File: src/rtl/vx_perf_memsys_counters_pkg.sv
// Shared snapshot FSM state and word-count helpers for the memsys perf counter bank.
// PERF_MEM_LATENCY_EN adds the latency accumulator as an extra snapshot word.
package VX_gpu_pkg;

  typedef enum logic [0:0] {
    IDLE   = 1'b0,
    STREAM = 1'b1
  } snap_state_e;

  function automatic int num_words(input int num_events);
`ifdef PERF_MEM_LATENCY_EN
    return num_events + 1;
`else
    return num_events;
`endif
  endfunction

  // Keeps the word index at least one bit wide for single-word snapshots.
  function automatic int idx_bits(input int words);
    return (words > 1) ? $clog2(words) : 1;
  endfunction

endpackage

File: src/rtl/vx_perf_memsys_counters_ctr.sv
// VX_perf_ctr: one wide performance counter with clear, enable and wrap/saturate arithmetic.
// Used per event channel and for the latency accumulator (PERF_MEM_LATENCY_EN).
module VX_perf_ctr
  import VX_gpu_pkg::*;
#(
  parameter int CTR_BITS = 44,
  parameter int INC_BITS = 4,
  parameter int SATURATE = 0
) (
  input  logic                clk_i,
  input  logic                reset_i,
  input  logic                enable_i,
  input  logic                clear_i,
  input  logic [INC_BITS-1:0] inc_i,
  output logic [CTR_BITS-1:0] count_o
);

  localparam int SUM_BITS = CTR_BITS + 1;

  logic [CTR_BITS-1:0] count_q, count_d;
  logic [CTR_BITS:0]   sum;

  // The extra top bit is the carry out, used to detect overflow for saturation.
  assign sum = {1'b0, count_q} + SUM_BITS'(inc_i);

  always_comb begin
    count_d = count_q;
    if (clear_i) begin
      count_d = '0;
    end else if (enable_i) begin
      if ((SATURATE != 0) && sum[CTR_BITS]) begin
        count_d = '1;
      end else begin
        count_d = sum[CTR_BITS-1:0];
      end
    end
  end

  always_ff @(posedge clk_i) begin
    if (reset_i) begin
      count_q <= '0;
    end else begin
      count_q <= count_d;
    end
  end

  assign count_o = count_q;

endmodule

File: src/rtl/vx_perf_memsys_counters.sv
// Memory-system perf counter bank with coherent snapshot streamed over valid/ready.
// Define PERF_MEM_LATENCY_EN to integrate outstanding-request latency as the final word.
module vx_perf_memsys_counters
  import VX_gpu_pkg::*;
#(
  parameter int NUM_EVENTS = 16,
  parameter int CTR_BITS   = 44,
  parameter int INC_BITS   = 4,
  parameter int SATURATE   = 0,
  parameter int PEND_BITS  = 8,
  localparam int NUM_WORDS = num_words(NUM_EVENTS),
  localparam int IDX_BITS  = idx_bits(NUM_WORDS)
) (
  input  logic                           clk,
  input  logic                           reset,
  input  logic                           enable,
  input  logic                           clear,
  input  logic [NUM_EVENTS*INC_BITS-1:0] evt_inc,
  input  logic                           mem_req_fire,
  input  logic                           mem_rsp_fire,
  input  logic                           snap_valid,
  output logic                           snap_ready,
  output logic                           out_valid,
  input  logic                           out_ready,
  output logic [IDX_BITS-1:0]            out_idx,
  output logic [CTR_BITS-1:0]            out_data,
  output logic                           out_last
);

  localparam logic [IDX_BITS-1:0] LAST_IDX = IDX_BITS'(NUM_WORDS - 1);

  logic [CTR_BITS-1:0] live_w   [NUM_WORDS];
  logic [CTR_BITS-1:0] shadow_q [NUM_WORDS];

  for (genvar g = 0; g < NUM_EVENTS; g++) begin : g_evt
    VX_perf_ctr #(
      .CTR_BITS (CTR_BITS),
      .INC_BITS (INC_BITS),
      .SATURATE (SATURATE)
    ) u_ctr (
      .clk_i    (clk),
      .reset_i  (reset),
      .enable_i (enable),
      .clear_i  (clear),
      .inc_i    (evt_inc[g*INC_BITS +: INC_BITS]),
      .count_o  (live_w[g])
    );
  end

`ifdef PERF_MEM_LATENCY_EN
  logic [PEND_BITS-1:0] pend_q, pend_d;

  // Pending is a tracking count, not a statistic, so clear leaves it alone.
  always_comb begin
    pend_d = pend_q;
    if (enable) begin
      if (mem_req_fire && !mem_rsp_fire && (pend_q != '1)) begin
        pend_d = pend_q + PEND_BITS'(1);
      end else if (mem_rsp_fire && !mem_req_fire && (pend_q != '0)) begin
        pend_d = pend_q - PEND_BITS'(1);
      end
    end
  end

  always_ff @(posedge clk) begin
    if (reset) begin
      pend_q <= '0;
    end else begin
      pend_q <= pend_d;
    end
  end

  VX_perf_ctr #(
    .CTR_BITS (CTR_BITS),
    .INC_BITS (PEND_BITS),
    .SATURATE (SATURATE)
  ) u_lat_acc (
    .clk_i    (clk),
    .reset_i  (reset),
    .enable_i (enable),
    .clear_i  (clear),
    .inc_i    (pend_q),
    .count_o  (live_w[NUM_EVENTS])
  );
`else
  logic unused_mem_fire;
  assign unused_mem_fire = mem_req_fire ^ mem_rsp_fire;
`endif

  snap_state_e         state_q;
  logic [IDX_BITS-1:0] idx_q, idx_next;
  logic                snap_ready_q, out_valid_q, out_last_q;

  assign idx_next = idx_q + IDX_BITS'(1);

  always_ff @(posedge clk) begin
    if (reset) begin
      state_q      <= IDLE;
      idx_q        <= '0;
      snap_ready_q <= 1'b1;
      out_valid_q  <= 1'b0;
      out_last_q   <= 1'b0;
      for (int w = 0; w < NUM_WORDS; w++) begin
        shadow_q[w] <= '0;
      end
    end else begin
      case (state_q)
        IDLE: begin
          if (snap_valid) begin
            for (int w = 0; w < NUM_WORDS; w++) begin
              shadow_q[w] <= live_w[w];
            end
            idx_q        <= '0;
            state_q      <= STREAM;
            snap_ready_q <= 1'b0;
            out_valid_q  <= 1'b1;
            out_last_q   <= (NUM_WORDS == 1);
          end
        end
        STREAM: begin
          if (out_ready) begin
            if (idx_q == LAST_IDX) begin
              idx_q        <= '0;
              state_q      <= IDLE;
              snap_ready_q <= 1'b1;
              out_valid_q  <= 1'b0;
              out_last_q   <= 1'b0;
            end else begin
              idx_q      <= idx_next;
              out_last_q <= (idx_next == LAST_IDX);
            end
          end
        end
        default: begin
          state_q      <= IDLE;
          idx_q        <= '0;
          snap_ready_q <= 1'b1;
          out_valid_q  <= 1'b0;
          out_last_q   <= 1'b0;
        end
      endcase
    end
  end

  assign snap_ready = snap_ready_q;
  assign out_valid  = out_valid_q;
  assign out_idx    = idx_q;
  assign out_last   = out_last_q;
  assign out_data   = out_valid_q ? shadow_q[idx_q] : '0;

endmodule

File: config.mk
export PLATFORM = sky130hd
export DESIGN_NAME = vx_perf_memsys_counters
export DESIGN_NICKNAME = d
export VERILOG_FILES = /design/src/rtl/vx_perf_memsys_counters_pkg.sv /design/src/rtl/vx_perf_memsys_counters_ctr.sv /design/src/rtl/vx_perf_memsys_counters.sv
export SDC_FILE = /design/constraint.sdc
export NUM_CORES = 2
export LEC_CHECK = 0
export BUFFER_PORTS_ARGS = -buffer_cell sky130_fd_sc_hd__buf_2
export CAP_MARGIN = 20
export CORE_ASPECT_RATIO = 1.1
export CORE_MARGIN = 3
export CORE_UTILIZATION = 32
export CTS_CLUSTER_DIAMETER = 60
export DETAILED_ROUTE_END_ITERATION = 10
export PLACE_DENSITY = 0.57
export SLEW_MARGIN = 20
export SYNTH_ARGS = -nofsm -noshare
export SYNTH_HDL_FRONTEND = slang
export SYNTH_SLANG_ARGS = --single-unit
File: constraint.sdc
create_clock -name clk -period 25 [get_ports clk]
set_input_delay 2.5 -clock clk [delete_from_list [all_inputs] [get_ports clk]]
set_output_delay 2.5 -clock clk [all_outputs]
set_load 0.1 [all_outputs]
==> run summary <==
status - finished clean
Reg2Reg Setup Slack - 20.49 ns
largest net degree at the start of global routing - 198
vias - 46790
adder-cell share of the synthesized area - 0.01738
VDD IR max - 0.06069 mV
Initial Utilization - 0.3223
Antenna Nets Post-Route - 0
Final Cycle Share - 0.2964
Max Fclk - 0.1350 GHz
critical path class - flip-flop to primary output
critical path, cell by cell - buf_4, buf_4, mux4_2, mux4_2, and2_1, buf_2
Final HPWL DP - 137000 um
Simple-Gate Fraction of Synth Area - 0.2181
final net count - 6128
Initial DRC Count - 3711
clk sinks - 1420
unrepaired setup endpoints after global routing - false
Top Ports - 123
YS warnings - 0
CTS clk-pin slew, worst paths - 0.06 ns
PD cells - 68.58 nW/um2
number of buffers created by CTS - 148
final hold vios - 0
Mean Syn Cell Area - 11.05 um2
top_reg_cell synth - dfxtp_1
H-tree depth - 4
largest family of logic cells by synthesized area - simple AND/OR/NAND/NOR gates
flops & latches, synth - 1420
Cells after Synth - 5970
per-cell routed wire length - 21.99 um
worst r2r src - state_q$_SDFF_PP0_
Die Area - 211600 um2
Area Growth Syn to Fin - 12.83%
crit path launch type - flip-flop
Final Max Slew Viols - 0
Post-CTS Setup Inserts - 0
Levels on crit path - 6
Post-Synth XOR/XNOR Area - 0.04953
mux share of post-synthesis cell area - 0.08195
fin util - 0.3636
First-pass DRT Iterations - 5
sequential area share after synthesis - 0.5378
Req. time, crit path - 22.50 ns
pre-CTS worst setup slack - 18.30 ns
fraction of layout cells with a size suffix above 1 - 0.1111
grt ovf - 0
first-pass GRT wire length - 291400 um
clock skew - 0.04280 ns
Hold Crit Class - flip-flop to flip-flop
mean number of vias per cell - 5.282
ys async rst share - 0
Worst Setup End Kind - primary output
Mapped Area - 65960 um2
Die H - 482.2 um
DRC Markers - 0
Clock Root Buffer - clkbuf_16
clock network power share - 0.442
Post-synth EDFFs - 704
vias in the first global route - 45000
max-cap viol count - 0
chip width - 438.9 um
share of power burned in registers - 0.498
Netlist cell types - 64
Sw Pwr - 1.207 mW
top-area cell type share of the netlist area - 0.3205
GR Layer Usage met3 - 0.02338
final worst slack - 17.59 ns
Area contributors post-synth - edfxtp_1, dfxtp_1, mux4_2
most instantiated library cell after synthesis - dfxtp_1
Crit Path Max Fanout - 38
r2r endpoint - shadow_q[8][29]$_SDFFCE_PN0P_
Final GP Congestion - 0.8492
buffer depth of the longest clock path - 3
Non-Filler Instances - 8859
GR peak layer - met2
Comb pwr share - 0.060
crit path to - out_data[6]
gr usage total - 0.1809
cts hold-fix bufs - 0
cell count after placement - 8548
Post-Route WL - 194900 um
Core Area - 204600 um2
area leader, netlist - edfxtp_1
Final Critical Period - 7.409 ns
cell-internal power - 3.896 mW
post-synthesis compound-gate area fraction - 0.06660
worst relative slew slack - 0.2370
syn_nets - 6124
CTS tree - yes
grt met1 use - 0.2259
Final setup viols - 0
Max stage delay on crit path - 0.89 ns
hold path start - g_evt[15].u_ctr.count_o[43]$_SDFFE_PP0P_
Worst Tran Pin Value - 1.129 ns
final setup TNS - 0 ns
CTS resizes - 0
Crit-path slowest cell - dfxtp_4
switching share of power - 0.2365
input/output buffers - 120
antenna violations before repair - 22
most frequent cells after synthesis - dfxtp_1, edfxtp_1, nor2_1, and2_1, clkbuf_1
reg2reg path depth - 5
Critical Path AT - 4.91 ns
FP Rows - 174
Skew-Pair Late Insertion Delay - 0.81 ns
worst path buffer plus inverter count - 3
met2 Use GR - 0.3051
family with the most delay on the worst path - buffers and inverters
Pleak - 24.49 nW
how the worst min path moves through the flow:
stage | end | slack [ns] | depth (start not counted)
global route | g_evt[15].u_ctr.count_o[43]$_SDFFE_PP0P_ | 0.49 | 2
finish | g_evt[15].u_ctr.count_o[43]$_SDFFE_PP0P_ | 0.47 | 2
floorplan | g_evt[0].u_ctr.count_o[43]$_SDFFE_PP0P_ | 0.44 | 2
detailed placement | g_evt[2].u_ctr.count_o[43]$_SDFFE_PP0P_ | 0.46 | 2
CTS | g_evt[15].u_ctr.count_o[43]$_SDFFE_PP0P_ | 0.47 | 2
global placement | g_evt[0].u_ctr.count_o[43]$_SDFFE_PP0P_ | 0.45 | 2
power by group through the flow:
stage | logic, mW | registers [mW] | clock network, mW
floorplan | 0.188 | 2.63 | 0
CTS | 0.308 | 2.54 | 2.30
finish | 0.305 | 2.54 | 2.26
global route | 0.322 | 2.55 | 2.39
detailed placement | 0.307 | 2.59 | 0
global placement | 0.305 | 2.59 | 0
area by class of cell:
cell class | instances | area (um2)
fill | 20050 | 130200
clock buffer | 217 | 4260
multi-input combinational | 4057 | 28670
tap | 2728 | 3413
antenna | 30 | 75.07
inverter | 154 | 578.1
clock inverter | 60 | 656.9
timing repair buffer | 193 | 1275
sequential | 1420 | 35490
worst min-delay path, cell delays in order (launching register included):
cell	delay, ns
dfxtp_1	0.32
nand2_1	0.05
mux2i_1	0.05
flip-flops by register name (all words and copies together), names as in the netlist, named ones only:
name,cells
g_evt.u_ctr.count_o,704
out_idx,4
out_last,1
out_valid,1
shadow_q,704
snap_ready,1
state_q,1
stage by stage:
stage                     instance area [um2]  hold WS, ns  power (mW)
final                                   74420       0.4675       5.104
after floorplan                         65960       0.4388       2.820
after detailed placement                69310       0.4558       2.898
after CTS                               74220       0.4653       5.154
after global placement                  69310       0.4507       2.894
after global routing                    74390       0.4855       5.261
cells by family after synthesis:
| logic type | count (synthesis) |
|---|---|
| XOR/XNOR | 373 |
| buffers and inverters | 493 |
| adder cells (fa/ha/maj) | 82 |
| flip-flops | 1420 |
| AO/OA/AOI/OAI | 733 |
| multiplexers | 265 |
| AND/OR/NAND/NOR | 2604 |
cells in the final DEF (no fill, tap or decap), types with 26 or more instances in the layout:
cell and instances:
dfxtp_1 711, edfxtp_1 704, nor2_1 532, and2_1 452
a21oi_1 296, nor2b_1 243, nand4_1 240, nand2_1 230
mux4_2 220, nand3_1 210, xor2_1 196, o21ai_0 177
xnor2_1 177, or3_1 174, clkbuf_16 154, inv_1 153
nor3_1 129, buf_2 118, or4_1 109, nor4_1 83
o31ai_1 80, and3_1 74, and4_1 68, ha_1 66
buf_4 66, clkbuf_1 46, mux2i_1 45, diode_2 30
a211oi_1 30, o21a_1 26, o211ai_1 26
layer usage:
metal,up-vias,share of wire
met1,23490,0.42
met5,-,0.00011
li1,21960,-
met3,299,0.040
met4,4,0.054
met2,1041,0.49
Power figures use the tool's default switching activity.
